## src/rtl/uart_pkg.sv

```systemverilog
// +-----------------------------------------------------------------------+
// | uart_pkg : shared state encoding and line levels for the FIFO UART tx. |
// | Rev 1.0                                                                |
// +-----------------------------------------------------------------------+
`default_nettype none

package uart_pkg;

  localparam int   CLKS_PER_BIT_DEFAULT = 16;
  localparam logic IDLE_LEVEL           = 1'b1;
  localparam logic START_LEVEL          = 1'b0;

  typedef enum logic [2:0] {
    IDLE   = 3'd0,
    REQ    = 3'd1,
    LOAD   = 3'd2,
    START  = 3'd3,
    DATA   = 3'd4,
`ifdef UART_TX_PARITY_EN
    PARITY = 3'd5,
`endif
    STOP   = 3'd6
  } uart_tx_state_t;

endpackage

`default_nettype wire

```

## src/rtl/baud_tick_gen.sv

```systemverilog
// +-----------------------------------------------------------------------+
// | baud_tick_gen : bit-period counter, one-cycle tick every CLKS_PER_BIT. |
// | Rev 1.0                                                                |
// +-----------------------------------------------------------------------+
`default_nettype none

module baud_tick_gen #(
  parameter int CLKS_PER_BIT = 16
) (
  input  logic clk,
  input  logic reset,
  input  logic clear,
  output logic bit_tick,
  output logic pre_tick
);

  localparam int CNT_W = (CLKS_PER_BIT > 1) ? $clog2(CLKS_PER_BIT) : 1;
  localparam logic [CNT_W-1:0] C_LAST = CNT_W'(CLKS_PER_BIT - 1);
  localparam logic [CNT_W-1:0] C_PRE  = CNT_W'(CLKS_PER_BIT - 2);

  logic [CNT_W-1:0] r_cnt;

  always_ff @(posedge clk or negedge reset) begin
    if (!reset) begin
      r_cnt <= '0;
    end else if (clear || (r_cnt == C_LAST)) begin
      r_cnt <= '0;
    end else begin
      r_cnt <= r_cnt + 1'b1;
    end
  end

  // pre_tick lets the parent register an output that must line up with the tick cycle
  assign bit_tick = (r_cnt == C_LAST);
  assign pre_tick = (r_cnt == C_PRE);

endmodule

`default_nettype wire

```

## src/rtl/fifo_uart_tx.sv

```systemverilog
// +-----------------------------------------------------------------------+
// | fifo_uart_tx : pops bytes from a sync FIFO and sends them as UART      |
// | frames, LSB first. UART_TX_PARITY_EN adds an even parity bit (8E1).    |
// | Rev 1.0                                                                |
// +-----------------------------------------------------------------------+
`default_nettype none

module fifo_uart_tx
  import uart_pkg::*;
#(
  parameter int CLKS_PER_BIT = CLKS_PER_BIT_DEFAULT,
  parameter int DATA_W       = 8
) (
  input  logic              clk,
  input  logic              reset,
  input  logic              enable,
  input  logic              fifo_empty,
  input  logic [DATA_W-1:0] fifo_data,
  output logic              fifo_rd_en,
  output logic              tx,
  output logic              busy,
  output logic              done
);

  localparam int IDX_W = (DATA_W > 1) ? $clog2(DATA_W) : 1;
  localparam logic [IDX_W-1:0] C_LAST_IDX = IDX_W'(DATA_W - 1);

  uart_tx_state_t    r_state;
  uart_tx_state_t    w_next_state;
  logic [DATA_W-1:0] r_shift;
  logic [IDX_W-1:0]  r_bit_idx;
  logic              r_tx;
  logic              r_rd_en;
  logic              r_busy;
  logic              r_done;
  logic              w_bit_tick;
  logic              w_pre_tick;
`ifdef UART_TX_PARITY_EN
  logic              r_parity;
`endif

  baud_tick_gen #(
    .CLKS_PER_BIT (CLKS_PER_BIT)
  ) u_baud (
    .clk      (clk),
    .reset    (reset),
    .clear    (r_state == LOAD),
    .bit_tick (w_bit_tick),
    .pre_tick (w_pre_tick)
  );

  always_ff @(posedge clk or negedge reset) begin
    if (!reset) begin
      r_state <= IDLE;
    end else begin
      r_state <= w_next_state;
    end
  end

  always_comb begin
    w_next_state = r_state;
    case (r_state)
      IDLE:  if (enable && !fifo_empty) w_next_state = REQ;
      REQ:   w_next_state = LOAD;
      LOAD:  w_next_state = START;
      START: if (w_bit_tick) w_next_state = DATA;
      DATA: begin
        if (w_bit_tick && (r_bit_idx == C_LAST_IDX)) begin
`ifdef UART_TX_PARITY_EN
          w_next_state = PARITY;
`else
          w_next_state = STOP;
`endif
        end
      end
`ifdef UART_TX_PARITY_EN
      PARITY: if (w_bit_tick) w_next_state = STOP;
`endif
      STOP:    if (w_bit_tick) w_next_state = IDLE;
      default: w_next_state = IDLE;
    endcase
  end

  // Outputs are registered from the next state so they align with the state they describe
  always_ff @(posedge clk or negedge reset) begin
    if (!reset) begin
      r_shift   <= '0;
      r_bit_idx <= '0;
      r_tx      <= IDLE_LEVEL;
      r_rd_en   <= 1'b0;
      r_busy    <= 1'b0;
      r_done    <= 1'b0;
`ifdef UART_TX_PARITY_EN
      r_parity  <= 1'b0;
`endif
    end else begin
      r_rd_en <= (w_next_state == REQ);
      r_busy  <= (w_next_state != IDLE);
      r_done  <= (r_state == STOP) && w_pre_tick;
      case (r_state)
        LOAD: begin
          r_shift   <= fifo_data;
          r_bit_idx <= '0;
          r_tx      <= START_LEVEL;
`ifdef UART_TX_PARITY_EN
          r_parity  <= ^fifo_data;
`endif
        end
        START: if (w_bit_tick) r_tx <= r_shift[0];
        DATA: begin
          if (w_bit_tick) begin
            r_shift   <= r_shift >> 1;
            r_bit_idx <= r_bit_idx + 1'b1;
            if (r_bit_idx == C_LAST_IDX) begin
`ifdef UART_TX_PARITY_EN
              r_tx <= r_parity;
`else
              r_tx <= IDLE_LEVEL;
`endif
            end else begin
              r_tx <= r_shift[1];
            end
          end
        end
`ifdef UART_TX_PARITY_EN
        PARITY: if (w_bit_tick) r_tx <= IDLE_LEVEL;
`endif
        default: r_tx <= r_tx;
      endcase
    end
  end

  assign fifo_rd_en = r_rd_en;
  assign tx         = r_tx;
  assign busy       = r_busy;
  assign done       = r_done;

endmodule

`default_nettype wire

```

## config.mk

```make
export PLATFORM = sky130hd
export DESIGN_NAME = fifo_uart_tx
export DESIGN_NICKNAME = d
export VERILOG_FILES = /design/src/rtl/uart_pkg.sv /design/src/rtl/baud_tick_gen.sv /design/src/rtl/fifo_uart_tx.sv
export SDC_FILE = /design/constraint.sdc
export NUM_CORES = 1
export LEC_CHECK = 0
export ABC_CLOCK_PERIOD_IN_PS = 2590
export CELL_PAD_IN_SITES_DETAIL_PLACEMENT = 1
export CELL_PAD_IN_SITES_GLOBAL_PLACEMENT = 1
export CORE_UTILIZATION = 43
export DETAILED_ROUTE_END_ITERATION = 12
export DONT_BUFFER_PORTS = 1
export PLACE_DENSITY = 0.75
export SLEW_MARGIN = 40
export SYNTH_ARGS = -nofsm -noshare
export SYNTH_HDL_FRONTEND = slang
export SYNTH_SLANG_ARGS = --single-unit
```

## constraint.sdc

```tcl
create_clock -name clk -period 2.59 [get_ports clk]
set_clock_uncertainty 0.2 [all_clocks]
set_input_delay 0.1295 -clock clk [delete_from_list [all_inputs] [get_ports clk]]
set_output_delay 0.1295 -clock clk [all_outputs]
set_load 0.01 [all_outputs]
```

==> impl_metrics.csv, run 1 <==
group,metric,value,unit
layout,layout-drive-gt1-share,25.2,%
floorplanning,fp.dieW,54.0,um
clock_tree,cts_tree,"yes",
routing,drc,0,
sta,maxSlewViolCount,0,
layout,fin_area,1340,um^2
yosys,yosys_warnings,0,
critical_path,slowest_delay,0.44,ns
critical_path,arrival,2.17,ns
yosys,seq_area_frac_synth,47.4,%
layout,antennaDiodeCount,0,
routing,routed_wirelength,2420,um
global_routing,grt_pass1_wl,3770,um
sta,slew_headroom,67.1,%
clock_tree,cts_max_level,1,
global_routing,antenna_found_initial,0,
placement,dp_hpwl,1560,um
routing,firstDrtPassIters,3,
floorplanning,io_pins,16,
yosys,synth_cell_types,33,
outcome,status,"finished, final reports clean",
pwr,peakVddDrop,0.000589,V
clock_tree,postCtsSetupRepairBufs,0,
yosys,synth_seq_cells,22,
yosys,synthesis.nets,111,
critical_path,end_kind,"flip-flop",
hold_path,hp-class,"input port to asynchronous set/reset pin",
routing,vias,765,
yosys,netlist_area,1160,um^2
sta,rsz0062_at_grt,"no",
global_routing,grt.total_usage,18.8,%
floorplanning,dieArea,2920,um^2
critical_path,start_kind,"flip-flop",
sta,setup_viol_count_final,0,
routing,viasPerCell,5.58,
clock_tree,clock_latency,0.31,ns
sta,tightest_slew,0.494,ns
clock_tree,cts.sinks,22,
clock_tree,ctsResizeCount,0,
floorplanning,core_region_area,2520,um^2
layout,area_delta_synth_final,14.7,%
sta,setup_tns,0,ns
critical_path,crit_chain,"ha_1, and3_1, and3b_4, o21bai_4, mux2_2",
routing,wl_per_cell,17.6,um
pwr,p_seq_share,48.2,%
layout,num-fill-cells,264,
sta,fin_crit_sh,83.2,%
pwr,combinationalPowerShare,30.8,%
sta,fmax,0.464,GHz
yosys,ys.flop_type,"dfrtp_1",
yosys,syn_avg_cell_area,12.2,um^2
floorplanning,rows,18,
routing,ant_nets,0,
sta,final.min_clock_period,2.16,ns
critical_path,crit_type,"flip-flop to flip-flop",
flow_run,cap_violations,0,
critical_path,crit_slowest_cell,"dfrtp_1",
pwr,swShare,33.0,%
clock_tree,path_clk_slew,0.13,ns
critical_path,critical_path_required,2.60,ns
yosys,synthCells,95,
floorplanning,die_h,54.0,um
clock_tree,cts.path.max_buffers,2,
global_routing,grt_pass1_vias,808,
placement,gp_congestion,0.763,
global_routing,grt_start_max_net_pins,23,
sta,final_hold_viol_count,0,
global_routing,overflow,0,
critical_path,cp_num_buf_inv,0,
pwr,p_per_area,950,nW/um^2
layout,nets,124,
critical_path,cpLargestDelayFamily,"simple AND/OR/NAND/NOR gates",
clock_tree,hold_buffers,12,
placement,numPortBuffers,0,
critical_path,crit_path_max_fanout,10,
yosys,synth-edff-count,0,
pwr,p_leak,0.593,nW
floorplanning,initial_utilization,46.1,%
routing,first_iter_violations,3,
placement,dpl_cell_area,1160,um^2
pwr,p_int,0.850,mW
pwr,clkPwrFrac,21.0,%
clock_tree,cts_root_buf,"clkbuf_4",
yosys,synthArstFlopShare,100,%
clock_tree,numCtsBuffers,3,
pwr,switchingPower,0.418,mW
-- kinds of logic (layout without fill, tap and decap cells) --
kind of cell	count (synthesis)	count (layout)	synth area share [%]
buffers and inverters	6	18	4.09
adder cells (fa/ha/maj)	5	5	5.16
AO/OA/AOI/OAI	17	17	11.2
AND/OR/NAND/NOR	28	28	13.9
multiplexers	15	15	16.8
flip-flops	22	22	47.4
XOR/XNOR	2	2	1.51
-- cell usage in the layout (no fill, tap or decap), types with 2 or more instances in the layout --
master and instances:
or2_2 2, ha_1 4, nor2_1 7, a32o_1 2, a21oi_1 3, mux2_4 7
o21ai_0 5, dlygate4sd3_1 12, and3_1 2, dfrtp_1 21, nand3_1 3, clkbuf_4 3
mux2_2 7, nand2_1 4, a22o_1 4, nor2b_1 2
-- metrics by stage --
| stage | hold WS, ns | setup WS, ns | utilization (%) | instances | power [mW] |
|---|---|---|---|---|---|
| floorplan | -0.366 | 0.621 | - | 95 | 0.913 |
| CTS | 0.236 | 0.420 | 52.7 | 136 | 1.28 |
| detailed placement | -0.366 | 0.445 | 45.9 | 120 | 0.992 |
| global placement | -0.366 | 0.521 | 45.9 | 120 | 0.955 |
| global route | 0.148 | 0.312 | 52.9 | 137 | 1.35 |
| finish | 0.110 | 0.434 | 52.9 | 137 | 1.27 |
-- state kept, by name (all words and copies together) (netlist names) --
name          flops
fifo_rd_en        1
tx                1
u_baud.r_cnt      4
r_shift           8
busy              1
r_bit_idx         3
done              1
r_state           3
-- final cells by class --
| cell class | count | area [um^2] | area share [%] |
|---|---|---|---|
| Multi-Input combinational cell | 67 | 564 | 42.3 |
| Clock inverter | 1 | 30.0 | 2.25 |
| Clock buffer | 3 | 22.5 | 1.69 |
| Tap cell | 30 | 37.5 | 2.81 |
| Timing Repair Buffer | 13 | 125 | 9.37 |
| Sequential cell | 22 | 552 | 41.3 |
| Inverter | 1 | 3.75 | 0.281 |
-- cells in the mapped netlist, types with 2 or more instances --
cell type / n / area, um^2
nor2b_1: 2 / 12.5
nor2_1: 7 / 26.3
or2_2: 2 / 12.5
a32o_1: 2 / 20.0
ha_1: 4 / 50.1
dfrtp_1: 21 / 526
nand2_1: 4 / 15.0
mux2_2: 7 / 78.8
o21ai_0: 5 / 25.0
and3_1: 2 / 12.5
mux2_4: 7 / 105
nand3_1: 3 / 15.0
a21oi_1: 3 / 15.0
buf_2: 2 / 10.0
a22o_1: 4 / 35.0
buf_6: 3 / 33.8
-- power groups by stage --
stage / sequential (mW) / combinational [mW] / clock, mW
2_1_floorplan: 0.546 / 0.367 / 0
3_3_place_gp: 0.603 / 0.352 / 0
3_5_place_dp: 0.620 / 0.372 / 0
4_1_cts: 0.611 / 0.394 / 0.271
5_1_grt: 0.628 / 0.432 / 0.287
6_report: 0.611 / 0.391 / 0.266
-- worst paths after layout --
kind	from	depth (start not counted)	slack [ns]	endpoint
setup / recovery	u_baud.r_cnt[0]	5	0.43	r_shift[6]
hold / removal	reset	2	0.11	r_state[2]
setup reg to reg	u_baud.r_cnt[0]	5	0.43	r_shift[6]
hold reg to reg	u_baud.r_cnt[0]	1	0.31	u_baud.r_cnt[0]
max in group asynchronous	reset	2	1.73	tx
min in group clk	fifo_data[7]	2	0.31	r_shift[7]
-- routing by layer --
metal,track usage (%),part of all wire (%)
met2,34.0,56
met5,0,0
met4,6.41,0.91
met3,5.08,1.7
met1,21.0,41
Note: power is estimated with default switching activity, not from simulation.
==> run 2, diff against run 1 <==
--- a/config.mk
+++ b/config.mk
@@ -5,13 +5,13 @@
 export SDC_FILE = /design/constraint.sdc
 export NUM_CORES = 1
 export LEC_CHECK = 0
-export ABC_CLOCK_PERIOD_IN_PS = 2590
+export ABC_CLOCK_PERIOD_IN_PS = 1800
 export CELL_PAD_IN_SITES_DETAIL_PLACEMENT = 1
 export CELL_PAD_IN_SITES_GLOBAL_PLACEMENT = 1
 export CORE_UTILIZATION = 43
 export DETAILED_ROUTE_END_ITERATION = 12
 export DONT_BUFFER_PORTS = 1
-export PLACE_DENSITY = 0.75
+export PLACE_DENSITY = 0.78
 export SLEW_MARGIN = 40
 export SYNTH_ARGS = -nofsm -noshare
 export SYNTH_HDL_FRONTEND = slang
==> constraint.sdc (replaced) <==
create_clock -name clk -period 1.8 [get_ports clk]
set_clock_uncertainty 0.2 [all_clocks]
set_input_delay 0.09 -clock clk [delete_from_list [all_inputs] [get_ports clk]]
set_output_delay 0.09 -clock clk [all_outputs]
set_load 0.01 [all_outputs]
==> run 2 against run 1 <==
The run now ends with setup timing left. Wire length rose by 28%. Fmax up 13%. Register-to-register slack got worse by 0.54 ns. Sequential cell count unchanged. Non-clock buffer count is 21 higher. Highest routed layer unchanged. Critical path type unchanged.
==> impl_metrics.csv, run 2 (synthesis results as in run 1) <==
group,metric,value,unit
outcome,status,"finished with violations",
outcome,violations,"setup timing",
layout,largest_reg_flops,8,
layout,largest_register,"r_shift",
sta,fmax,0.524,GHz
pwr,peakVddDrop,0.000799,V
floorplanning,initial_utilization,46.1,%
critical_path,slowest_delay,0.38,ns
floorplanning,rows,18,
floorplanning,fp.dieW,54.0,um
routing,wl_per_cell,19.6,um
global_routing,grt.total_usage,23.4,%
critical_path,end_kind,"flip-flop",
routing,viasPerCell,5.59,
floorplanning,die_h,54.0,um
sta,setup_tns,-0.548,ns
sta,setup_viol_count_final,9,
routing,firstDrtPassIters,3,
global_routing,grt_pass1_vias,928,
routing,vias,884,
layout,fin_area,1550,um^2
critical_path,critical_path_required,1.80,ns
critical_path,crit_path_max_fanout,8,
layout,antennaDiodeCount,0,
sta,maxSlewViolCount,0,
sta,tightest_slew,0.508,ns
global_routing,grt_start_max_net_pins,23,
global_routing,grt_pass1_wl,4580,um
critical_path,crit_type,"flip-flop to flip-flop",
clock_tree,cts_max_level,1,
pwr,p_per_area,1230,nW/um^2
sta,worst_slack,-0.110,ns
critical_path,arrival,1.91,ns
critical_path,start_kind,"flip-flop",
global_routing,overflow,0,
layout,area_delta_synth_final,32.8,%
routing,drc,0,
floorplanning,io_pins,16,
clock_tree,cts.sinks,22,
layout,top_regs,"r_shift: 8 flops, u_baud.r_cnt: 4 flops",
clock_tree,cts_tree,"yes",
sta,slew_headroom,66.1,%
critical_path,reg2reg_depth,8,
pwr,swShare,33.1,%
routing,routed_wirelength,3100,um
sta,final.min_clock_period,1.91,ns
placement,numPortBuffers,0,
sta,fin_hold_ws,0.0644,ns
placement,dp_hpwl,1930,um
pwr,p_leak,0.712,nW
pwr,switchingPower,0.628,mW
critical_path,crit_chain,"ha_2, and3_4, and3b_4, o21bai_4, buf_12, buf_4, buf_4, a22o_1",
pwr,clkPwrFrac,14.5,%
placement,dpl_cell_area,1290,um^2
floorplanning,dieArea,2920,um^2
routing,ant_nets,0,
global_routing,antenna_found_initial,0,
pwr,p_seq_share,42.9,%
layout,nets,145,
hold_path,hp-class,"input port to asynchronous set/reset pin",
pwr,p_total,1.90,mW
clock_tree,numCtsBuffers,3,
layout,final_cell_mix,"dfrtp_1, buf_4, mux2_4, dlygate4sd3_1, nor2_1",
layout,num-fill-cells,262,
placement,dp.cells,136,
clock_tree,cts_root_buf,"clkbuf_4",
sta,final_hold_viol_count,0,
pwr,p_int,1.27,mW
placement,gp_congestion,0.756,
flow_run,cap_violations,0,
clock_tree,clock_latency,0.31,ns
pwr,combinationalPowerShare,42.5,%
layout,fin_cells,158,
critical_path,cpMostUsedCell,"buf_4",
clock_tree,path_clk_slew,0.13,ns
layout,layout-drive-gt1-share,45.3,%
critical_path,crit_slowest_cell,"dfrtp_1",
routing,first_iter_violations,10,
sta,rsz0062_at_grt,"yes",
sta,fin_crit_sh,106,%
floorplanning,core_region_area,2520,um^2
clock_tree,cts.path.max_buffers,2,
[run 2: cell count changes in the layout (fill, tap and decap cells not counted), sizes merged]
cell,change
buf,+22
bufinv,-1
dlygate4sd3,-1
clkbuf,+1
[run 2: layout make-up]
type                       instances  area [um^2]  share of cell area [%]
clock buffer                       4         36.3                    2.35
inverter                           1         3.75                   0.243
tap                               30         37.5                    2.43
sequential                        22          553                    35.8
timing repair buffer              34          297                    19.2
multi-input combinational         67          618                    40.0
[run 2: power by group through the flow]
stage                     logic [mW]  clock network [mW]  registers, mW
final                          0.809               0.276          0.816
after global routing           0.868               0.304          0.831
after detailed placement       0.601                   0          0.811
after global placement         0.549                   0          0.794
after floorplan                0.543                   0          0.789
after CTS                      0.736               0.285          0.804
[run 2: routing by layer]
layer  part of all wire, %  GRT usage (%)  vias to the layer above
li1                      -              -                      405
met1                    40           24.3                      466
met2                    56           44.4                        9
met3                   1.8           5.37                        4
met4                   1.4           9.40                        0
met5                     0              0                        -
[run 2: path summary, 6_finish.rpt]
| kind | startpoint | end | slack (ns) |
|---|---|---|---|
| setup / recovery | u_baud.r_cnt[0] | r_shift[7] | -0.11 |
| hold / removal | reset | r_bit_idx[0] | 0.06 |
| setup reg to reg | u_baud.r_cnt[0] | r_shift[7] | -0.11 |
| hold reg to reg | r_shift[6] | r_shift[6] | 0.34 |
| max in group asynchronous | reset | r_state[2] | 0.97 |
| min in group clk | fifo_data[7] | r_shift[7] | 0.28 |
[run 2: worst max-delay path: cells and delay by family, from the launching register on]
kind | cells | cell delay (ns)
simple gates | 2 | 0.40
buf+inv | 3 | 0.40
flops | 1 | 0.38
compound gates | 2 | 0.24
fa+ha+maj | 1 | 0.19
[run 2: stage by stage]
step	util, %	worst slack (ns)
floorplan	-	-0.164
global placement	51.1	-0.0590
detailed placement	51.1	-0.125
CTS	59.6	-0.0668
global route	61.3	-0.150
finish	61.3	-0.110
[run 2: timing repair]
action / CTS / global route
gates resized for setup: 7 / 5
pin swaps: 3 / 1
endpoints found under the setup margin: 10 / 12
hold endpoints to repair: 33 / 22
setup buffers: 5 / 2
hold buffers: 11 / 1
==> run 3, diff against run 2 <==
--- a/config.mk
+++ b/config.mk
@@ -5,13 +5,14 @@
 export SDC_FILE = /design/constraint.sdc
 export NUM_CORES = 1
 export LEC_CHECK = 0
+export ABC_AREA = 1
 export ABC_CLOCK_PERIOD_IN_PS = 1800
 export CELL_PAD_IN_SITES_DETAIL_PLACEMENT = 1
 export CELL_PAD_IN_SITES_GLOBAL_PLACEMENT = 1
-export CORE_UTILIZATION = 43
+export CORE_UTILIZATION = 42
 export DETAILED_ROUTE_END_ITERATION = 12
 export DONT_BUFFER_PORTS = 1
-export PLACE_DENSITY = 0.78
+export PLACE_DENSITY = 0.8
 export SLEW_MARGIN = 40
 export SYNTH_ARGS = -nofsm -noshare
 export SYNTH_HDL_FRONTEND = slang
==> run 3 against run 2 <==
The flow now finishes without violations. Cell count increased by 8.9%. Sequential power decreased by 38%. Utilization decreased by 8.8 points. Critical path depth decreased by 4. Clock power about the same. Worst hold slack got worse by 0.0011 ns. Sequential share of layout area increased by 4.9 points. Via count decreased by 3.5%. Largest cell class is now registers. Power decreased by 56%.
==> impl_metrics.csv, run 3 <==
group,metric,value,unit
outcome,status,"finished, final reports clean",
yosys,synthXorXnorAreaFrac,1.47,%
yosys,seq_area_frac_synth,46.3,%
routing,viasPerCell,4.96,
placement,dp_hpwl,1690,um
routing,firstDrtPassIters,3,
critical_path,reg2reg_depth,4,
yosys,synth_fa_ha_area_share,4.20,%
critical_path,crit_chain,"nor2_4, nand2_1, inv_1, dlygate4sd3_1",
floorplanning,dieArea,3060,um^2
yosys,yosysTopAreaCellShare,44.1,%
pwr,peakVddDrop,0.000404,V
sta,setup_tns,0,ns
global_routing,grt_start_max_net_pins,23,
critical_path,startpoint,"r_state[0]",
routing,ant_nets,0,
floorplanning,io_pins,16,
yosys,synth_seq_cells,22,
yosys,synthTopCellsByArea,"dfrtp_1, nand2_1, o21ai_2",
critical_path,crit_type,"flip-flop to flip-flop",
floorplanning,fp.dieW,55.3,um
layout,largest_reg_flops,8,
routing,drc,0,
yosys,netlist_area,1190,um^2
yosys,synthesis.nets,143,
layout,area_delta_synth_final,13.9,%
clock_tree,path_clk_slew,0.12,ns
yosys,synth_top_family_by_area,"simple AND/OR/NAND/NOR gates",
pwr,p_per_area,616,nW/um^2
sta,setup_viol_count_final,0,
global_routing,antenna_found_initial,0,
sta,rsz0062_at_grt,"no",
flow_run,cap_violations,0,
yosys,synth_most_common_cell,"nand2_1",
global_routing,overflow,0,
critical_path,arrival,1.68,ns
global_routing,grt.total_usage,17.8,%
critical_path,crit_path_max_fanout,7,
layout,top_regs,"r_shift: 8 flops, u_baud.r_cnt: 4 flops",
sta,tightest_slew,0.495,ns
clock_tree,cts_tree,"yes",
yosys,synth_cell_types,26,
sta,fin_crit_sh,90.7,%
routing,routed_wirelength,2290,um
sta,fmax,0.613,GHz
yosys,ys.flop_type,"dfrtp_1",
critical_path,critical_path_required,1.85,ns
pwr,p_leak,0.649,nW
sta,final.min_clock_period,1.63,ns
routing,first_iter_violations,27,
placement,pre_cts_ws,0.189,ns
global_routing,grt_pass1_vias,937,
critical_path,slowest_delay,0.53,ns
routing,wl_per_cell,13.3,um
yosys,synth-edff-count,0,
layout,nets,159,
yosys,synthTopCellsByCount,"nand2_1, dfrtp_1, inv_1",
critical_path,r2r_start,"r_state[0]",
sta,slew_headroom,67.0,%
clock_tree,clock_latency,0.31,ns
floorplanning,core_region_area,2590,um^2
critical_path,cp_num_buf_inv,2,
critical_path,r2r_end,"fifo_rd_en",
yosys,syn_avg_cell_area,9.39,um^2
floorplanning,rows,18,
clock_tree,postCtsSetupRepairBufs,0,
routing,vias,853,
yosys,synthSimpleGateAreaFrac,29.3,%
sta,worst_slack,0.168,ns
sta,maxSlewViolCount,0,
critical_path,crit_slowest_cell,"dlygate4sd3_1",
layout,largest_register,"r_shift",
clock_tree,cts_max_level,1,
clock_tree,cts.sinks,22,
yosys,yosys-mux-area-fraction,0,%
clock_tree,cts.path.max_buffers,2,
layout,final_cell_mix,"nand2_1, dfrtp_1, inv_1, dlygate4sd3_1, nor2_1",
layout,layout-drive-gt1-share,24.6,%
clock_tree,cts_root_buf,"clkbuf_4",
global_routing,grt_pass1_wl,4270,um
yosys,synth_compound_area_share,10.5,%
critical_path,r2r_slack,0.17,ns
placement,numPortBuffers,0,
yosys,synthArstFlopShare,100,%
hold_path,hp-class,"input port to asynchronous set/reset pin",
critical_path,start_kind,"flip-flop",
clock_tree,numCtsBuffers,3,
sta,final_hold_viol_count,0,
floorplanning,initial_utilization,46.0,%
yosys,synthCells,127,
layout,antennaDiodeCount,0,
yosys,yosys_warnings,0,
critical_path,end_kind,"flip-flop",
floorplanning,die_h,55.3,um
critical_path,cpLargestDelayFamily,"buffers and inverters",
layout,mostFrequentLayoutCell,"nand2_1",
yosys,yosysTopAreaCell,"dfrtp_1",
placement,gp_congestion,0.744,
==> run 3: changes by cell type in the layout (fill, tap and decap cells not counted), sizes merged, moves of 6 or more <==
cell / change
o21ai: +11
inv: +14
nand3: +6
buf: -22
nor2: +7
mux2: -15
nand2: +34
==> run 3: kinds of logic (layout without fill, tap and decap cells) <==
group / Yosys count / count (layout)
buffers and inverters: 18 / 33
and+or+nand+nor: 65 / 65
adders and majority gates: 4 / 4
xor gates and xnor gates: 2 / 2
AOI/OAI and AO/OA: 16 / 16
DFF: 22 / 22
==> run 3: routing by layer <==
metal  up-vias  track usage [%]  routed length [um]
li1        431                -                   -
met1       407             22.5                1020
met2        11             30.5                1180
met3         4             2.11                  46
met4         0             7.50                  41
met5         -                0                   0
==> run 3: report_power, final <==
group	total [mW]	internal (mW)	switching [mW]
clock	0.274	0.123	0.150
sequential	0.508	0.504	0.00437
combinational	0.0540	0.0274	0.0266
==> run 3: area by class of cell <==
| type | count | area, um^2 |
|---|---|---|
| multi-input combinational | 87 | 542 |
| tap | 30 | 37.5 |
| fill | 308 | 1230 |
| inverter | 16 | 63.8 |
| timing repair buffer | 13 | 125 |
| sequential | 22 | 553 |
| clock buffer | 4 | 36.3 |
==> run 3: per-stage QoR <==
stage	cell area [um^2]	hold slack, ns	power, mW	utilization, %	instances
after floorplan	1190	-0.406	0.539	-	127
after global placement	1190	-0.405	0.541	46.1	155
after detailed placement	1190	-0.405	0.543	46.1	155
after CTS	1350	0.213	0.850	52.2	171
after global routing	1360	0.110	0.879	52.4	172
final	1360	0.0634	0.836	52.4	172
==> run 3: worst reg2reg max path, stage by stage (launching register included) <==
cell,delay [ns]
dfrtp_1,0.50
nor2_4,0.20
nand2_1,0.09
inv_1,0.05
dlygate4sd3_1,0.53
==> run 3: what timing repair did <==
action,CTS,global route
hold buffers,12,1
endpoints found under the setup margin,0,1
gates resized for setup,0,1
endpoints found under the hold margin,33,22
==> run 3: how the worst max path moves through the flow <==
stage	end	slack [ns]	cells past startpoint
after floorplan	r_shift[6]	0.26	8
after global placement	r_shift[3]	0.23	7
after detailed placement	r_shift[3]	0.19	7
after CTS	fifo_rd_en	0.10	6
after global routing	r_shift[1]	0.04	7
final	fifo_rd_en	0.17	4
